[src/rtl/hazard_ctrl_pkg.sv]
// Shared defines for the hazard controller: opcodes, forwarding-select encodings,
// FSM states and the shadow-pipeline entry used to track in-flight writers.
package hazard_ctrl_pkg;

  localparam logic [6:0] OP_R_TYPE      = 7'b0110011;
  localparam logic [6:0] OP_I_TYPE_DMEM = 7'b0000011;
  localparam logic [6:0] OP_I_ARITH     = 7'b0010011;
  localparam logic [6:0] OP_S_TYPE      = 7'b0100011;
  localparam logic [6:0] OP_B_TYPE      = 7'b1100011;
  localparam logic [6:0] OP_JALR        = 7'b1100111;
  localparam logic [6:0] OP_JAL         = 7'b1101111;
  localparam logic [6:0] OP_LUI         = 7'b0110111;
  localparam logic [6:0] OP_AUIPC       = 7'b0010111;

  localparam logic [1:0] FWD_GPR    = 2'b00;
  localparam logic [1:0] FWD_EX_MEM = 2'b01;
  localparam logic [1:0] FWD_MEM_WB = 2'b10;

  typedef enum logic [1:0] {RUN, LD_STALL, MEM_WAIT, FLUSH} hz_state_e;

  typedef struct packed {
    logic       valid;
    logic [4:0] rd;
    logic       we;
    logic       is_load;
    logic       is_store;
  } shadow_t;

  function automatic shadow_t mk_entry(logic valid, logic [6:0] op, logic [4:0] rd);
    shadow_t e;
    e.valid    = valid;
    e.rd       = rd;
    e.we       = op inside {OP_R_TYPE, OP_I_ARITH, OP_I_TYPE_DMEM, OP_JALR,
                            OP_JAL, OP_LUI, OP_AUIPC};
    e.is_load  = (op == OP_I_TYPE_DMEM);
    e.is_store = (op == OP_S_TYPE);
    return e;
  endfunction

  function automatic logic src_hit(shadow_t e, logic [4:0] rs, logic use_rs);
    return use_rs && e.valid && e.we && (e.rd != 5'd0) && (e.rd == rs);
  endfunction

endpackage

[src/rtl/hazard_src_dec.sv]
// Extracts rs1/rs2 from the ID instruction and flags which of them the opcode reads.
module hazard_src_dec import hazard_ctrl_pkg::*; (
  input  logic [31:0] inst,
  output logic [4:0]  rs1,
  output logic [4:0]  rs2,
  output logic        use_rs1,
  output logic        use_rs2
);

  logic unused_bits;
  assign unused_bits = ^{inst[31:25], inst[14:7]};

  assign rs1 = inst[19:15];
  assign rs2 = inst[24:20];

  always_comb begin
    use_rs1 = 1'b0;
    use_rs2 = 1'b0;
    case (inst[6:0])
      OP_R_TYPE, OP_S_TYPE, OP_B_TYPE: begin
        use_rs1 = 1'b1;
        use_rs2 = 1'b1;
      end
      OP_I_ARITH, OP_I_TYPE_DMEM, OP_JALR: use_rs1 = 1'b1;
      default: ;
    endcase
  end

endmodule

[src/rtl/hazard_ctrl.sv]
// Pipeline hazard controller: load-use stall, branch flush, data-memory wait, forwarding.
// HAZARD_FORWARDING_EN defined: EX/MEM forwarding; undefined: stall until no RAW match remains.
module hazard_ctrl import hazard_ctrl_pkg::*; (
  input  logic        clk,
  input  logic        rst_n,
  input  logic [31:0] id_inst,
  input  logic        id_valid,
  input  logic        ex_taken,
  input  logic        mem_ready,
  output logic        stall_if,
  output logic        stall_id,
  output logic        bubble_ex,
  output logic        flush_if,
  output logic        stall_mem,
  output logic [1:0]  fwd_a_sel,
  output logic [1:0]  fwd_b_sel
);

  localparam int SH_EX  = 0;
  localparam int SH_MEM = 1;

  logic [4:0] rs1, rs2;
  logic       use_rs1, use_rs2;

  hazard_src_dec u_src_dec (
    .inst    (id_inst),
    .rs1     (rs1),
    .rs2     (rs2),
    .use_rs1 (use_rs1),
    .use_rs2 (use_rs2)
  );

  shadow_t [2:0] shd;
  hz_state_e     state_q, state_d;
  logic          flush_pend_q, flush_pend_d;
  logic [1:0]    fwd_a_q, fwd_b_q, fwd_a_d, fwd_b_d;
  logic [2:0]    hit_a, hit_b;
  logic          ld_hz, mem_busy, taken;

  always_comb begin
    for (int k = 0; k < 3; k++) begin
      hit_a[k] = id_valid & src_hit(shd[k], rs1, use_rs1);
      hit_b[k] = id_valid & src_hit(shd[k], rs2, use_rs2);
    end
  end

`ifdef HAZARD_FORWARDING_EN
  assign ld_hz   = (hit_a[SH_EX] | hit_b[SH_EX]) & shd[SH_EX].is_load;
  assign fwd_a_d = hit_a[SH_EX] ? FWD_EX_MEM : hit_a[SH_MEM] ? FWD_MEM_WB : FWD_GPR;
  assign fwd_b_d = hit_b[SH_EX] ? FWD_EX_MEM : hit_b[SH_MEM] ? FWD_MEM_WB : FWD_GPR;
`else
  // No bypass and no GPR write-through: any in-flight writer blocks ID.
  assign ld_hz   = |{hit_a, hit_b};
  assign fwd_a_d = FWD_GPR;
  assign fwd_b_d = FWD_GPR;
`endif

  logic unused_bits;
  assign unused_bits = ^{shd, hit_a, hit_b};

  assign mem_busy = shd[SH_MEM].valid & (shd[SH_MEM].is_load | shd[SH_MEM].is_store) & ~mem_ready;
  // The slot behind a flushed branch is a bubble; a taken flag there is stale.
  assign taken    = ex_taken & (state_q != FLUSH);

  always_comb begin
    state_d      = RUN;
    flush_pend_d = 1'b0;
    stall_if     = 1'b0;
    stall_id     = 1'b0;
    bubble_ex    = 1'b0;
    flush_if     = 1'b0;
    stall_mem    = 1'b0;
    if (!rst_n)                      state_d = RUN;
    else if (mem_busy) begin
      state_d      = MEM_WAIT;
      flush_pend_d = taken | flush_pend_q;
    end
    else if (taken | flush_pend_q)   state_d = FLUSH;
    else if (ld_hz)                  state_d = LD_STALL;
    case (state_d)
      LD_STALL: begin stall_if = 1'b1; stall_id = 1'b1; bubble_ex = 1'b1; end
      MEM_WAIT: begin stall_if = 1'b1; stall_id = 1'b1; stall_mem = 1'b1; end
      FLUSH:    begin flush_if = 1'b1; bubble_ex = 1'b1; end
      default: ;
    endcase
  end

  always_ff @(posedge clk or negedge rst_n) begin
    if (!rst_n) begin
      state_q      <= RUN;
      flush_pend_q <= 1'b0;
      shd          <= '0;
      fwd_a_q      <= FWD_GPR;
      fwd_b_q      <= FWD_GPR;
    end else begin
      state_q      <= state_d;
      flush_pend_q <= flush_pend_d;
      if (!stall_mem) begin
        shd[2]      <= shd[1];
        shd[1]      <= shd[0];
        shd[SH_EX]  <= bubble_ex ? '0 : mk_entry(id_valid, id_inst[6:0], id_inst[11:7]);
        fwd_a_q     <= bubble_ex ? FWD_GPR : fwd_a_d;
        fwd_b_q     <= bubble_ex ? FWD_GPR : fwd_b_d;
      end
    end
  end

  assign fwd_a_sel = fwd_a_q;
  assign fwd_b_sel = fwd_b_q;

endmodule

[config.mk]
export PLATFORM = sky130hd
export DESIGN_NAME = hazard_ctrl
export DESIGN_NICKNAME = d
export VERILOG_FILES = /design/src/rtl/hazard_ctrl_pkg.sv /design/src/rtl/hazard_src_dec.sv /design/src/rtl/hazard_ctrl.sv
export SDC_FILE = /design/constraint.sdc
export NUM_CORES = 1
export LEC_CHECK = 0
export ABC_CLOCK_PERIOD_IN_PS = 5650
export CAP_MARGIN = 20
export CORE_ASPECT_RATIO = 1.4
export CORE_MARGIN = 2
export CORE_UTILIZATION = 40
export DETAILED_ROUTE_END_ITERATION = 16
export PLACE_DENSITY_LB_ADDON = 0.3
export SYNTH_ARGS = -nofsm -noshare
export SYNTH_HDL_FRONTEND = slang
export SYNTH_HIERARCHICAL = 1
export SYNTH_SLANG_ARGS = --single-unit
[constraint.sdc]
create_clock -name clk -period 5.65 [get_ports clk]
set_input_delay 1.13 -clock clk [delete_from_list [all_inputs] [get_ports clk]]
set_output_delay 1.13 -clock clk [all_outputs]
set_load 0.02 [all_outputs]
==> results of run 1 <==
## registers in the layout, summed over array words and instances (netlist names)
register	count
shd	25
flush_pend_q	1
state_q	2
## layout make-up
type / instances / area (µm²) / area share
flip-flops and latches: 28 / 700.7 / 0.3217
clock buffers: 4 / 55.05 / 0.02527
repair buffers: 33 / 325.3 / 0.1493
multi-input cells: 125 / 998.5 / 0.4584
inverters: 5 / 21.27 / 0.009764
well taps: 62 / 77.57 / 0.03561
## power groups by stage
| stage | Combinational, µW | Clock, µW | Sequential, µW |
|---|---|---|---|
| finish | 112 | 120 | 244 |
| global route | 124 | 133 | 247 |
| CTS | 113 | 123 | 244 |
| detailed placement | 113 | 0 | 248 |
| global placement | 112 | 0 | 248 |
| floorplan | 83.0 | 0 | 240 |
## synth_stat cells, types with 2 or more instances
master,n
or4_1,2
nand2_1,16
o41ai_2,2
a21oi_1,2
inv_1,4
buf_4,16
dfrtp_1,28
nor4_1,3
mux2_2,7
nand4_1,10
xor2_1,8
ha_1,3
o21ai_1,6
nor2_1,4
o211ai_1,2
nand3_1,4
xnor2_1,22
mux2_1,8
o22ai_1,2
## per-stage QoR
step	setup slack (ns)	hold WS [ns]	power [µW]
2_1_floorplan	1.602	0.4442	322.6
3_3_place_gp	0.5599	0.4552	360.0
3_5_place_dp	0.5984	0.4643	360.9
4_1_cts	0.5826	0.4854	481.0
5_1_grt	0.3898	0.5134	504.7
6_report	0.5846	0.4790	475.4
## logic make-up after synthesis
group | Yosys count
AO/OA/AOI/OAI | 24
XOR/XNOR | 30
adder cells (fa/ha/maj) | 3
buffers and inverters | 24
flip-flops | 28
multiplexers | 15
other | 1
AND/OR/NAND/NOR | 49
## worst max path at each step
stage / from / end / slack [ns] / depth (start not counted)
finish: id_inst[24] / stall_id / 0.58 / 9
global route: id_inst[3] / stall_id / 0.39 / 9
CTS: id_inst[1] / stall_id / 0.58 / 9
detailed placement: id_inst[0] / stall_id / 0.60 / 9
global placement: id_inst[20] / stall_if / 0.56 / 9
floorplan: id_inst[20] / stall_if / 1.60 / 9
## critical path, delay by kind of cell
family	cells	cell delay [ns]
compound gates	1	0.42
xor+xnor	1	0.17
fa+ha+maj	1	0.28
buf+inv	3	1.15
simple gates	3	0.78
## layer usage
metal	global-route usage	vias up	routed length (µm)
li1	-	645	-
met4	0.04642	0	46
met1	0.2093	611	1585
met5	0	-	0
met3	0.02619	4	155
met2	0.2383	33	1702
==> impl_metrics.csv, run 1 <==
group,metric,value,unit
status,outcome,"completed",
power,clkPwrFrac,0.252,
sta,grt_setup_unrepaired,"no",
floorplanning,row_count,29,
run,drv_cap,0,
sta,max_freq,0.1974,GHz
critical_path,cpMostUsedCell,"clkdlybuf4s50_1",
critical_path,crit_path_top_delay_cell,"clkdlybuf4s50_1",
power,pwr-share-seq,0.513,
critical_path,r2r_slack,2.39,ns
power,cellLeakagePower,0.0009050,µW
finish,n_fill_cell,453,
drt,drc,0,
floorplanning,dieArea,0.005201,mm²
global_route,grt_pass1_wl,5.954,mm
cts,path_clk_slew,0.09,ns
drt,post_drt_wl_per_cell,13.58,µm
power,comb_power_share,0.235,
finish,final_cells,257,
cts,cts.sink_count,28,
drt,dr_total_vias,1293,
finish,diodes,0,
sta,min_period,5.065,ns
power,p_per_area,218.2,mW/mm²
yosys,synth.yosys.seq_area_share,0.3781,
finish,layout_common_cells,"clkdlybuf4s50_1 (31), dfrtp_1 (28), xnor2_1 (22)",
yosys,netlist.area_leader.share,0.3781,
drt,first_pass_iters,4,
yosys,synthTopCellsByArea,"dfrtp_1 (38%), xnor2_1 (10%), buf_4 (6.5%)",
critical_path,max_stage_delay,0.60,ns
yosys,syn_area_per_cell,10.65,µm²
yosys,synth-simple-area-share,0.1567,
min_path,holdCritPathClass,"flip-flop to flip-flop",
finish,area_delta_synth_final,17.56,%
cts,cts-htree-levels,1,
min_path,hold_path.startpoint,"shd[1]$_DFFE_PN0P_",
cts,cts_hold_buf,0,
critical_path,r2r_end,"shd[11]$_DFFE_PN0P_",
min_path,worstHoldPathCells,2,
global_route,grt_max_degree,32,
sta,relSlewSlack,0.4470,
yosys,synth_compound_area_frac,0.1209,
yosys,ys_types,44,
drt,drtAntennaViolNets,0,
sta,final_max_slew_viol_count,0,
yosys,synthMuxAreaShare,0.09115,
power,swShare,0.2787,
finish,utilization,0.4841,
power,vdd_drop_max,0.1536,mV
cts,numCtsBuffers,3,
sta,final.setup.tns,0,ns
yosys,ys.flop_type,"dfrtp_1",
sta,setup_viol,0,
floorplanning,io_pins,46,
sta,fin_worst_skew,0.004360,ns
critical_path,cp-start-kind,"input port",
finish,finish.instance_area,0.002178,mm²
cts,cts_tree,"built",
finish,layout-drive-gt1-share,0.1385,
finish,mostFrequentLayoutCell,"clkdlybuf4s50_1",
critical_path,r2r.worst_path.cells,8,
global_route,grt_usage,0.1514,
sta,worst_pin_slew,0.8295,ns
cts,cts.path.max_buffers,2,
floorplanning,initial_core_util,0.4118,
critical_path,path_cells,"clkdlybuf4s50_1 -> xor2_1 -> nor4_1 -> nand3_1 -> a211o_1 -> and3_4 -> ha_1 -> inv_1 -> clkdlybuf4s50_1",
placement,dp_hpwl,2.693,mm
critical_path,timing.rr.start,"shd[22]$_DFFE_PN0P_",
yosys,yosys_warnings,6,
placement,dp_cells,253,
cts,root_buffer,"clkbuf_8",
finish,nets,236,
yosys,yosys.area_share.adder,0.02026,
sta,min_period_over_period,0.8965,
cts,post-cts-setup-buffers,0,
drt,first_iter_violations,44,
global_route,grt_overflow_total,0,
sta,hold_viol,0,
yosys,synth_enable_flop_cells,0,
yosys,synth_seq_cells,28,
min_path,holdPathEnd,"shd[1]$_DFFE_PN0P_",
drt,wl,3.489,mm
placement,io_buffers,31,
yosys,postSynth.asyncResetShare,1.000,
placement,placed_area,0.002123,mm²
yosys,synth_top_family_by_area,"simple AND/OR/NAND/NOR gates",
cts,post_cts_resized,0,
floorplanning,die_w,61.53,µm
global_route,antenna_found_initial,0,
critical_path,crit_path_end_kind,"output port",
yosys,syn_inst,174,
yosys,synth-xor-area-share,0.1418,
global_route,grt_pass1_vias,1290,
placement,gp_congestion,0.8431,
cts,clock_latency,0.27,ns
yosys,synth_largest_area_cell,"dfrtp_1",
critical_path,crit_type,"input port to output port",
drt,vias_per_cell,5.031,
critical_path,worstPathArrival,3.94,ns
critical_path,required,4.52,ns
power,p_sw,132.5,µW
critical_path,crit_fanout,7,
power,intPower,342.9,µW
yosys,synth_area,0.001853,mm²
floorplanning,die_y,84.53,µm
floorplanning,core,0.004499,mm²
Power figures use the tool's default switching activity.
==> run 2: changes to the inputs <==
- CORE_ASPECT_RATIO: 1.4 -> 1.5
- CORE_MARGIN: 2 -> default
==> impl_metrics.csv, run 2 (synthesis results as in run 1) <==
group,metric,value,unit
status,outcome,"finished, violations left",
critical_path,crit_type,"input port to output port",
finish,top_register,"shd",
drt,first_iter_violations,24,
critical_path,path_cells,"clkdlybuf4s50_1 -> nand3b_4 -> a2111oi_2 -> nand2_1 -> o22ai_1 -> a22oi_4 -> and3_4 -> ha_1 -> inv_1 -> clkdlybuf4s50_1",
power,cellLeakagePower,0.0009119,µW
floorplanning,die_y,85.36,µm
run,drv_cap,0,
drt,post_drt_wl_per_cell,14.81,µm
finish,n_fill_cell,432,
placement,dp_slack,0.5710,ns
critical_path,cpMostUsedCell,"clkdlybuf4s50_1",
sta,layout_setup_ws,0.6027,ns
cts,cts-htree-levels,1,
min_path,holdCritPathClass,"flip-flop to flip-flop",
critical_path,max_stage_delay,0.60,ns
finish,layout-drive-gt1-share,0.1385,
critical_path,crit_path_end_kind,"output port",
placement,dp_hpwl,2.786,mm
drt,wl,3.598,mm
sta,setup_viol,0,
sta,hold_slack,0.4847,ns
drt,drtAntennaViolNets,0,
drt,dr_total_vias,1290,
cts,cts.path.max_buffers,2,
cts,post_cts_resized,0,
floorplanning,core,0.004467,mm²
drt,first_pass_iters,10,
floorplanning,row_count,30,
critical_path,crit_family,"buffers and inverters",
finish,mostFrequentLayoutCell,"clkdlybuf4s50_1",
finish,nets,236,
cts,clock_latency,0.27,ns
sta,min_period,5.047,ns
sta,hold_viol,0,
drt,drc,2,
drt,vias_per_cell,5.309,
sta,worst_pin_slew,1.045,ns
drt,maxUsedRoutingLayer,"met4",
status,violations,"design-rule violations",
placement,io_buffers,31,
global_route,grt_usage,0.1624,
critical_path,required,4.52,ns
placement,gp_congestion,0.8395,
cts,root_buffer,"clkbuf_8",
sta,final.setup.tns,0,ns
cts,cts_tree,"built",
floorplanning,io_pins,46,
cts,post-cts-setup-buffers,0,
drt,met3WireLength,115,µm
finish,largest_register_ffs,25,
sta,grt_setup_unrepaired,"no",
cts,path_clk_slew,0.09,ns
critical_path,cp-start-kind,"input port",
global_route,grt_pass1_vias,1313,
drt,met1Wirelength,1.596,mm
finish,area_delta_synth_final,17.49,%
critical_path,crit_fanout,7,
global_route,grt_pass1_wl,6.134,mm
floorplanning,die_w,57.58,µm
cts,cts_hold_buf,0,
floorplanning,initial_core_util,0.4148,
sta,min_period_over_period,0.8933,
critical_path,critPathBufInv,3,
sta,final_max_slew_viol_count,0,
critical_path,crit_path_top_delay_cell,"clkdlybuf4s50_1",
drt,met2_length,1.829,mm
power,vdd_drop_max,0.1281,mV
global_route,grt_overflow_total,0,
floorplanning,dieArea,0.004915,mm²
sta,max_freq,0.1981,GHz
power,p_per_area,235.6,mW/mm²
global_route,antenna_found_initial,0,
cts,numCtsBuffers,3,
cts,cts.sink_count,28,
sta,relSlewSlack,0.3033,
global_route,grt_max_degree,32,
finish,diodes,0,
finish,layout_common_cells,"clkdlybuf4s50_1 (31), dfrtp_1 (28), xnor2_1 (22)",
sta,fin_worst_skew,0.002928,ns
finish,reg_top3,"shd: 25 flops, state_q: 2 flops, flush_pend_q: 1 flops",
critical_path,worstPathArrival,3.92,ns
-- run 2: cell count changes in the layout (fill, tap and decap cells not counted), sizes merged --
cell | previous run | this run
bufinv | 0 | 1
clkbuf | 4 | 3
-- run 2: power by group --
group | internal [µW] | switching [µW] | leakage, µW
Sequential | 218 | 25.5 | 0.000360
Clock | 94.9 | 61.8 | 0.0000357
Combinational | 62.8 | 50.0 | 0.000516
-- run 2: cell type report --
type | count | area, µm² | share of cell area
Clock buffer | 3 | 41.29 | 0.01897
Clock inverter | 1 | 30.03 | 0.01379
Inverter | 5 | 21.27 | 0.009770
Multi-Input combinational cell | 125 | 998.5 | 0.4586
Sequential cell | 28 | 700.7 | 0.3218
Tap cell | 48 | 60.06 | 0.02759
Timing Repair Buffer | 33 | 325.3 | 0.1494
-- run 2: metal layers --
metal  up-vias  global-route usage
met1       619              0.2091
met4         0             0.06652
met2        28              0.2748
met5         -                   0
met3         5             0.01524
li1        638                   -
-- run 2: per-stage QoR --
stage / util / instance area [µm²] / power, µW / std cells
detailed placement: 0.4714 / 2106 / 362.6 / 239
CTS: 0.4874 / 2177 / 518.8 / 243
floorplan: - / 1864 / 322.6 / 177
global placement: 0.4714 / 2106 / 361.0 / 239
global route: 0.4874 / 2177 / 542.2 / 243
finish: 0.4874 / 2177 / 512.8 / 243
-- run 2: worst paths after layout --
kind,to,slack [ns],start,depth (start not counted)
min reg2reg,shd[0]$_DFFE_PN0P_,0.48,shd[0]$_DFFE_PN0P_,2
max reg2reg,shd[3]$_DFFE_PN0P_,2.47,shd[22]$_DFFE_PN0P_,9
max,stall_if,0.60,id_inst[0],10
min in group asynchronous,shd[7]$_DFFE_PN0P_,1.34,rst_n,2
min,shd[0]$_DFFE_PN0P_,0.48,shd[0]$_DFFE_PN0P_,2
max in group asynchronous,shd[13]$_DFFE_PN0P_,4.04,rst_n,2
-- run 2: tightest hold or removal path: cells and delay by family, from the launching register on --
kind / cells / cell delay, ns
flops: 1 / 0.35
simple gates: 1 / 0.06
compound gates: 1 / 0.05
==> run 3: changes to the inputs <==
- ABC_CLOCK_PERIOD_IN_PS: 5650 -> 5200
- CORE_ASPECT_RATIO: 1.5 -> 0.5
- GPL_TIMING_DRIVEN: default -> 0
- clock period: 5.65 -> 5.2 ns (I/O delays scaled with it)
==> impl_metrics.csv, run 3 (synthesis results as in run 1) <==
group,metric,value,unit
power,p_per_area,250.3,mW/mm²
floorplanning,row_count,17,
floorplanning,dieArea,0.004926,mm²
critical_path,crit_path_top_delay_cell,"clkdlybuf4s50_1",
placement,dp_cells,256,
power,total_power,563.4,µW
sta,max_freq,0.1990,GHz
sta,grt_setup_unrepaired,"no",
sta,hold_slack,0.4882,ns
global_route,grt_usage,0.1791,
placement,gp_congestion,0.7852,
critical_path,cpMostUsedCell,"clkdlybuf4s50_1",
critical_path,cp-start-kind,"input port",
critical_path,r2r.worst_path.cells,9,
floorplanning,die_w,98.26,µm
drt,wl,3.858,mm
floorplanning,initial_core_util,0.4188,
floorplanning,core,0.004424,mm²
finish,largest_register_ffs,25,
floorplanning,die_y,50.13,µm
sta,final.setup.tns,0,ns
min_path,holdCritPathClass,"flip-flop to flip-flop",
drt,dr_total_vias,1353,
placement,dp_slack,0.04589,ns
critical_path,crit_fanout,7,
critical_path,required,4.16,ns
drt,post_drt_wl_per_cell,14.84,µm
drt,drc,2,
sta,setup_viol,0,
critical_path,timing.rr.start,"shd[22]$_DFFE_PN0P_",
critical_path,path_cells,"clkdlybuf4s50_1 -> a2111oi_4 -> nand3_1 -> a211o_1 -> and3_4 -> ha_1 -> inv_1 -> buf_4 -> clkdlybuf4s50_1",
status,violations,"design-rule violations",
cts,root_buffer,"clkbuf_8",
finish,top_register,"shd",
run,drv_cap,0,
min_path,hold_path.startpoint,"shd[0]$_DFFE_PN0P_",
cts,post-cts-setup-buffers,0,
power,cellLeakagePower,0.0009747,µW
min_path,worstHoldPathCells,2,
sta,final_max_slew_viol_count,0,
sta,fin_worst_skew,0.002140,ns
cts,clock_latency,0.27,ns
global_route,grt_overflow_total,0,
drt,drtAntennaViolNets,0,
cts,path_clk_slew,0.09,ns
cts,cts.sink_count,28,
critical_path,crit_type,"input port to output port",
global_route,grt_pass1_wl,6.865,mm
global_route,grt_pass1_vias,1435,
critical_path,r2r_end,"shd[11]$_DFFE_PN0P_",
floorplanning,io_pins,46,
drt,first_pass_iters,12,
global_route,antenna_found_initial,0,
global_route,grt_max_degree,21,
sta,min_period_over_period,0.9666,
sta,relSlewSlack,0.5863,
power,vdd_drop_max,0.1134,mV
finish,final_cells,260,
placement,io_buffers,21,
critical_path,critPathBufInv,4,
sta,min_period,5.026,ns
status,outcome,"finished, violations left",
sta,hold_viol,0,
drt,first_iter_violations,43,
cts,cts.path.max_buffers,2,
drt,vias_per_cell,5.204,
finish,nets,244,
critical_path,max_stage_delay,0.59,ns
cts,cts-htree-levels,1,
critical_path,r2r_slack,2.13,ns
finish,mostFrequentLayoutCell,"dfrtp_1",
cts,numCtsBuffers,3,
finish,diodes,0,
finish,layout_common_cells,"dfrtp_1 (28), xnor2_1 (22), clkdlybuf4s50_1 (20)",
placement,dp_hpwl,3.093,mm
finish,area_delta_synth_final,21.47,%
sta,worst_pin_slew,0.6196,ns
finish,layout-drive-gt1-share,0.2167,
sta,layout_setup_ws,0.1739,ns
finish,reg_top3,"shd: 25 flops, state_q: 2 flops, flush_pend_q: 1 flops",
critical_path,crit_family,"buffers and inverters",
min_path,holdPathEnd,"shd[0]$_DFFE_PN0P_",
critical_path,crit_path_end_kind,"output port",
cts,cts_tree,"built",
critical_path,worstPathArrival,3.99,ns
[run 3: worst max-delay path by stage]
stage | slack [ns] | from | endpoint | cells after the start
2_1_floorplan | 1.33 | id_inst[20] | stall_if | 9
3_3_place_gp | -0.33 | rst_n | stall_if | 8
3_5_place_dp | 0.05 | id_inst[1] | stall_if | 10
4_1_cts | 0.04 | id_inst[1] | stall_if | 10
5_1_grt | 0.03 | id_inst[1] | stall_if | 10
6_report | 0.17 | id_inst[6] | stall_if | 9
[run 3: cell type report]
type / count / area, µm²
well taps: 57 / 71.32
repair buffers: 22 / 227.7
plain buffers: 19 / 143.9
flip-flops and latches: 28 / 700.7
clock inverters: 1 / 30.03
multi-input cells: 125 / 1015
fillers: 417 / 2173
inverters: 5 / 21.27
clock buffers: 3 / 41.29
[run 3: routing by layer]
layer,track usage,share of wire
met1,0.2243,0.47
met2,0.3251,0.49
met3,0.03760,0.036
met4,0.03483,0.0065
met5,0,0
[run 3: metrics by stage]
stage                     utilization  area [µm²]
after global placement         0.4850        2146
final                          0.5088        2251
after CTS                      0.5045        2232
after detailed placement       0.4884        2161
after global routing           0.5088        2251
after floorplan                     -        1864
[run 3: tightest hold or removal path, cell delays in order, from the launching register on]
cell and delay, ns:
dfrtp_1 0.35, nand2_1 0.07, o41ai_2 0.05
[run 3: report_power, final]
| group | internal [µW] | switching [µW] | leakage [µW] | total [µW] |
|---|---|---|---|---|
| clock network | 103 | 64.9 | 0.0000357 | 168 |
| registers | 237 | 29.4 | 0.000360 | 266 |
| logic | 71.5 | 57.8 | 0.000579 | 129 |
| total | 411 | 152 | 0.000975 | 563 |
[run 3: timing repair]
action                     in CTS  in global routing
resized for setup               0                  3
setup endpoints to repair       0                  2
hold buffers                    0                  0
